==> src/rtl/multi_channel_blinker.sv <==
// rtl/multi_channel_blinker.sv - shared-tick multi-channel blinker; optional PWM dimming via BLINKER_DIMMING_EN
module multi_channel_blinker #(
   parameter int BOARD_CLOCK_FREQUENCY_IN_HZ = 100_000_000,
   parameter int TICK_FREQUENCY_IN_HZ        = 8,
   parameter int CHANNELS                    = 4,
   parameter int PATTERN_WIDTH               = 8,
`ifdef BLINKER_DIMMING_EN
   parameter int DUTY_BITS                   = 4,
`endif
   localparam int SEL_W = (CHANNELS > 1) ? $clog2(CHANNELS) : 1
) (
   input  logic                       clk,
   input  logic                       rst,
   input  logic [2*CHANNELS-1:0]      mode,
   input  logic                       sync_restart,
   input  logic                       pattern_load,
   input  logic [SEL_W-1:0]           pattern_sel,
   input  logic [PATTERN_WIDTH-1:0]   pattern_data,
`ifdef BLINKER_DIMMING_EN
   input  logic [DUTY_BITS*CHANNELS-1:0] duty,
`endif
   output logic                       tick,
   output logic [CHANNELS-1:0]        blink
);

   localparam int DIV    = BOARD_CLOCK_FREQUENCY_IN_HZ / TICK_FREQUENCY_IN_HZ;
   localparam int DIV_W  = (DIV > 1) ? $clog2(DIV) : 1;
   localparam int STEP_W = $clog2(PATTERN_WIDTH);
   localparam logic [DIV_W-1:0]  DIV_LAST  = DIV_W'(DIV - 1);
   localparam logic [STEP_W-1:0] STEP_LAST = STEP_W'(PATTERN_WIDTH - 1);

   logic [DIV_W-1:0]         divider;
   logic                     phase;
   logic [STEP_W-1:0]        step;
   logic [PATTERN_WIDTH-1:0] pattern [CHANNELS];
   logic                     wrap;
   logic [CHANNELS-1:0]      level;

   // The divider wrap, the tick pulse and the phase/step advance all happen on the same edge,
   // so blink picks up the new phase/step exactly one cycle after tick rises.
   assign wrap = (divider == DIV_LAST);

   // Shared timebase: divider, tick pulse, blink phase and pattern step; restart beats a coincident wrap.
   always_ff @(posedge clk or posedge rst) begin
      if (rst) begin
         divider <= '0;
         tick    <= 1'b0;
         phase   <= 1'b0;
         step    <= '0;
      end else if (sync_restart) begin
         divider <= '0;
         tick    <= 1'b0;
         phase   <= 1'b0;
         step    <= '0;
      end else begin
         tick <= wrap;
         if (wrap) begin
            divider <= '0;
            phase   <= ~phase;
            step    <= (step == STEP_LAST) ? '0 : step + 1'b1;
         end else begin
            divider <= divider + 1'b1;
         end
      end
   end

   // Per-channel pattern registers; writes aimed past the last channel are dropped.
   always_ff @(posedge clk or posedge rst) begin
      if (rst) begin
         for (int i = 0; i < CHANNELS; i++) pattern[i] <= '0;
      end else if (pattern_load && (int'(pattern_sel) < CHANNELS)) begin
         pattern[pattern_sel] <= pattern_data;
      end
   end

   // Unmodulated level per channel from its mode and the shared phase/step.
   always_comb begin
      level = '0;
      for (int i = 0; i < CHANNELS; i++) begin
         case (mode[2*i +: 2])
            2'b00:   level[i] = 1'b0;
            2'b01:   level[i] = 1'b1;
            2'b10:   level[i] = phase;
            2'b11:   level[i] = pattern[i][step];
            default: level[i] = 1'b0;
         endcase
      end
   end

`ifdef BLINKER_DIMMING_EN
   logic [DUTY_BITS-1:0] pwm;

   // Free-running PWM ramp, independent of sync_restart so brightness never glitches on realign.
   always_ff @(posedge clk or posedge rst) begin
      if (rst) pwm <= '0;
      else     pwm <= pwm + 1'b1;
   end

   // Registered outputs gated by each channel's duty compare.
   always_ff @(posedge clk or posedge rst) begin
      if (rst) begin
         blink <= '0;
      end else begin
         for (int i = 0; i < CHANNELS; i++)
            blink[i] <= level[i] & (pwm < duty[i*DUTY_BITS +: DUTY_BITS]);
      end
   end
`else
   // Registered outputs carry the plain levels.
   always_ff @(posedge clk or posedge rst) begin
      if (rst) blink <= '0;
      else     blink <= level;
   end
`endif

endmodule

==> config.mk <==
export PLATFORM = sky130hd
export DESIGN_NAME = multi_channel_blinker
export DESIGN_NICKNAME = d
export VERILOG_FILES = /design/src/rtl/multi_channel_blinker.sv
export SDC_FILE = /design/constraint.sdc
export NUM_CORES = 1
export LEC_CHECK = 0
export CAP_MARGIN = 10
export CORE_UTILIZATION = 45
export CTS_CLUSTER_DIAMETER = 30
export DETAILED_ROUTE_END_ITERATION = 10
export HOLD_SLACK_MARGIN = 0.03
export PLACE_DENSITY = 0.71
export SYNTH_ARGS = -nofsm -noshare
export SYNTH_HDL_FRONTEND = slang
export SYNTH_SLANG_ARGS = --single-unit
==> constraint.sdc <==
create_clock -name clk -period 2.6 [get_ports clk]
set_clock_uncertainty 0.2 [all_clocks]
set_input_delay 0.26 -clock clk [delete_from_list [all_inputs] [get_ports clk]]
set_output_delay 0.26 -clock clk [all_outputs]
set_load 0.01 [all_outputs]
# == After elaboration in Yosys (flattened, before gate mapping) ==
# Index checks and enable logic that the tools add are counted.
# op_classes
add_sub_neg,2
order_cmp,3
n_eq_ne,14
n_mux,23
bitwise_logic,2
reduce_logical,6
# op_table
op,n
2-to-1 mux 24 bit,2
bitwise mux 32 bit,1
"adder 24 x 1 -> 24 bit, second input constant",1
"== test 24 bit, second input constant",1
demux 8 bit (select 2 bit),1
"== test 2 bit, second input constant",8
case mux 1 bit (4 select lines),4
binary-select mux 1 bit (select 3 bit),4
2-to-1 mux 3 bit,3
"== test 2 x 1 -> 1 bit, second input constant",4
zero test 2 bit,4
2-to-1 mux 8 bit,1
2-to-1 mux 1 bit,7
"less-than comparator 3 x 4 -> 1 bit, second input constant",1
"adder 3 x 1 -> 3 bit, second input constant",1
"== test 3 bit, second input constant",1
">= comparator 3 bit, second input constant",1
"less-than comparator 3 x 1 -> 1 bit, second input constant",1
NOT 2 -> 3 bit,1
nonzero test 2 bit,1
logical AND 1 bit,1
NOT 1 bit,1
# word_totals
register_bits,65
in_bits,22
out_inout_bits,5
elab_cells,59

# == Logic depth before layout (Yosys ltp) ==
# logic_depth
ltp_word,6
ltp_mapped,6

# == Least setup slack after synthesis ==
# OpenSTA, ideal clock, no wires.
# synth_timing
path_kind,flip-flop to flip-flop
startpoint,reg divider[0]
endpoint,reg step[0]
setup_time_ns,0.077
t_arrival_ns,1.937
required_time_ns,2.323
slack_ns,0.385
stages_incl_launch_ff,7
period_less_slack_ns,2.215
cell_sequence,dfrtp_1 > ha_1 > nand4_4 > or4_1 > clkbuf_2 > or4_1 > a21oi_1
# synth_via
elab_chain_cells,2
# synth_rtl
item,line_no,source
"start, declared",32,logic [DIV_W-1:0] divider;
"start signal, assigned",62,divider <= divider + 1'b1;
== test 24 bit,41,assign wrap = (divider == DIV_LAST);
nonzero test 2 bit (no line),--,
"end signal, assigned",60,step <= (step == STEP_LAST) ? '0 : step + 1'b1;
"end, declared",34,logic [STEP_W-1:0] step;
# No other way between the ends.
# A chain may end at the register's enable or synchronous reset.

# == Final worst setup path ==
# Ends and elaborated chain as after synthesis.

==> out/metrics.csv <==
stage,metric,value,unit
timing,fmax,421.7,MHz
logic_synthesis,largest area contributor in the netlist,dfrtp_1,
cts,clock buffer depth,2,
placed_design,dpl cells,351,
logic_synthesis,syn_area_per_cell,12.01,um^2
logic_synthesis,number of flops mapped to enable cells by yosys,0,
logic_synthesis,Mapped Nets,281,
finish,Layout area overhead,17.75,%
logic_synthesis,post-synthesis cell type count,33,
pwr,Max VDD drop,0.0002825,V
drt,DRC,3,
logic_synthesis,Syn Inst Count,256,
drt,Via density,5.711,
run_status,failing checks,design-rule violations,
logic_synthesis,most numerous cell in the Yosys netlist,dfrtp_1,
timing,Slew HR,0.5673,
global_route,largest net degree at the start of global routing,45,
placed_design,GPL Wtd Cong,0.7732,
logic_synthesis,"Top FF cell, synth",dfrtp_1,
logic_synthesis,synth cell count leaders,"dfrtp_1 (65), mux2_2 (32), a21oi_1 (18), nor2_1 (18), nand2_1 (12)",
global_route,number of global-route vias before repair,2052,
logic_synthesis,Synth Warn #,0,
logic_synthesis,number of synthesized register bits,65,
floorplanning,Die ar.,7166,um^2
finish,Layout Nets,310,
drt,initial DRC count,89,
floorplanning,Starting Density,0.4760,
floorplanning,die width,84.66,um
global_route,initial antenna violation count,0,
timing,Max Slew Vio Count,0,
worst_setup_path,Worst Path Max Fanout,7,
drt,Post-DRT Antenna Nets,0,
timing,Finish-stage setup viols,0,
floorplanning,std cell rows,29,
global_route,met1 Usage GRT,0.2521,
worst_setup_path,Startpoint Class,flip-flop,
cts,clk root buf,clkbuf_8,
timing,Total Neg Setup Slack,0,ns
finish,fin cells,367,
pwr,Lkg Pwr,1.424,nW
run_status,status,finished with violations,
cts,clock sink total,65,
finish,Ant. Diodes,0,
timing,Final Hold Vio Count,0,
global_route,GR Util met2,0.2624,
logic_synthesis,top post-synthesis cells by area,"dfrtp_1 (53%), mux2_2 (12%), mux4_2 (5.9%), a21oi_1 (2.9%), xnor2_1 (2.6%)",
cts,CTS Hold Bufs,0,
placed_design,hpwl dp,4.009,mm
logic_synthesis,synthesized cell area,3074,um^2
pwr,pwr/cell area,632.2,nW/um^2
global_route,Total GRT Usage,0.1783,
timing,period utilisation layout,0.9121,
worst_setup_path,Worst Path Arrival,2.43,ns
finish,share of layout cells above drive strength 1,0.2138,
floorplanning,num ports,27,
cts,post_cts resized,0,
cts,"Reg clk slew, reported paths",0.07,ns
worst_setup_path,WS Path Type,reg2reg,
finish,post-route design area,3620,um^2
finish,filler instances,554,
timing,Final min period,2.372,ns
run,Max Cap Viol,0,
floorplanning,core box area,6459,um^2
cts,htree depth,3,
cts,TritonCTS Buffers,9,
hold_path,Hold Path Class,in2async,
drt,drt wl/cell,15.86,um
drt,routed via count,2096,
worst_setup_path,"Req. time, crit path",2.66,ns
logic_synthesis,Async SR Flop Fraction,1.000,
cts,"Clk Latency, worst-skew pair",0.34,ns
cts,setup bufs post-CTS,0,
placed_design,dpl cell area,3415,um^2
pwr,Tot Pwr,0.002288,W
global_route,first-pass GRT wire length,9.887,mm
logic_synthesis,register area share after synthesis,0.5291,
floorplanning,die height,84.66,um
timing,RSZ-0062 raised after global routing,false,
logic_synthesis,post-synth top area share,0.5291,
global_route,busiest grt layer,met2,
timing,Worst-Margin Slew,0.6463,ns
global_route,GRT overflow,0,
cts,CTS tree,done,
placed_design,IO buf count,26,
global_route,grt met3 use,0.04621,
worst_setup_path,CP endpoint kind,flip-flop,
drt,Routed WL,5.819,mm
drt,drt first pass iters,9,
## worst max-delay path, stage by stage (launching register included)
cell and delay, ns:
dfrtp_1 0.41, ha_1 0.27, nand4_4 0.15, or4_1 0.61
or4_1 0.50, a21oi_1 0.16
## power breakdown
part | internal (W) | total (W) | switching (W)
combinational | 0.000156 | 0.000250 | 0.0000944
clock | 0.000470 | 0.000875 | 0.000405
sequential | 0.00111 | 0.00116 | 0.0000503
total | 0.00174 | 0.00229 | 0.000550
## state kept, by name, indices dropped and copies added, names as in the netlist
signal   cells
step         3
tick         1
phase        1
pattern     32
divider     24
blink        4
## cell type report
| type | instances | area [um^2] | share of cell area |
|---|---|---|---|
| Clock buffer | 10 | 137.6 | 0.03802 |
| Clock inverter | 6 | 67.56 | 0.01867 |
| Sequential cell | 65 | 1627 | 0.4494 |
| Timing Repair Buffer | 28 | 287.8 | 0.07950 |
| Tap cell | 77 | 96.34 | 0.02662 |
| Multi-Input combinational cell | 177 | 1389 | 0.3837 |
| Inverter | 4 | 15.01 | 0.004148 |
## placed cells by master, fill, tap and decap left out, types with 2 or more instances in the layout
cell type / count
a21oi_1: 18
a31oi_1: 4
and3_1: 5
clkbuf_8: 10
clkdlybuf4s50_1: 26
clkinv_4: 2
clkinvlp_4: 2
dfrtp_1: 65
ha_1: 3
inv_1: 3
mux2_2: 32
mux2i_1: 4
mux4_2: 8
nand2_1: 12
nand3_1: 10
nand3b_1: 2
nand4_1: 5
nor2_1: 18
nor3_1: 2
nor4_1: 5
o21ai_0: 10
o31ai_1: 4
or3_1: 8
or4_1: 8
xnor2_1: 9
xor2_1: 3
## cell families (layout without fill, tap and decap cells)
logic type	after synthesis	after routing	synth area share
simple gates	81	81	0.1506
compound gates	37	37	0.06594
flops	65	65	0.5291
mux	44	44	0.1888
buf+inv	14	48	0.01912
fa+ha+maj	3	3	0.01221
xor+xnor	12	12	0.03419
## routing by layer
| layer | routed length, um | vias up |
|---|---|---|
| li1 | - | 1017 |
| met1 | 2883 | 1038 |
| met2 | 2669 | 36 |
| met3 | 181 | 5 |
| met4 | 85 | 0 |
| met5 | 0 | - |
## path summary, 6_finish.rpt
path	startpoint	endpoint	slack [ns]	depth (start not counted)
worst max-delay path	divider[0]	step[0]	0.23	5
worst min-delay path	rst	divider[9]	0.07	2
worst min register to register	pattern[1]	pattern[1]	0.31	1
min in group clk	mode[0]	blink[0]	0.29	2
worst max register to register	divider[0]	step[0]	0.23	5
max in group asynchronous	rst	pattern[3]	1.53	3
## metrics by stage
| stage | hold WS, ns | setup slack [ns] | utilization |
|---|---|---|---|
| after detailed placement | 0.2881 | 0.2334 | 0.5287 |
| final | 0.06862 | 0.2284 | 0.5604 |
| after global routing | 0.1240 | 0.07109 | 0.5604 |
| after CTS | 0.08367 | 0.2254 | 0.5604 |
| after floorplan | 0.1231 | 0.3855 | - |
| after global placement | 0.2819 | 0.3213 | 0.5287 |
Power figures use the tool's default switching activity.
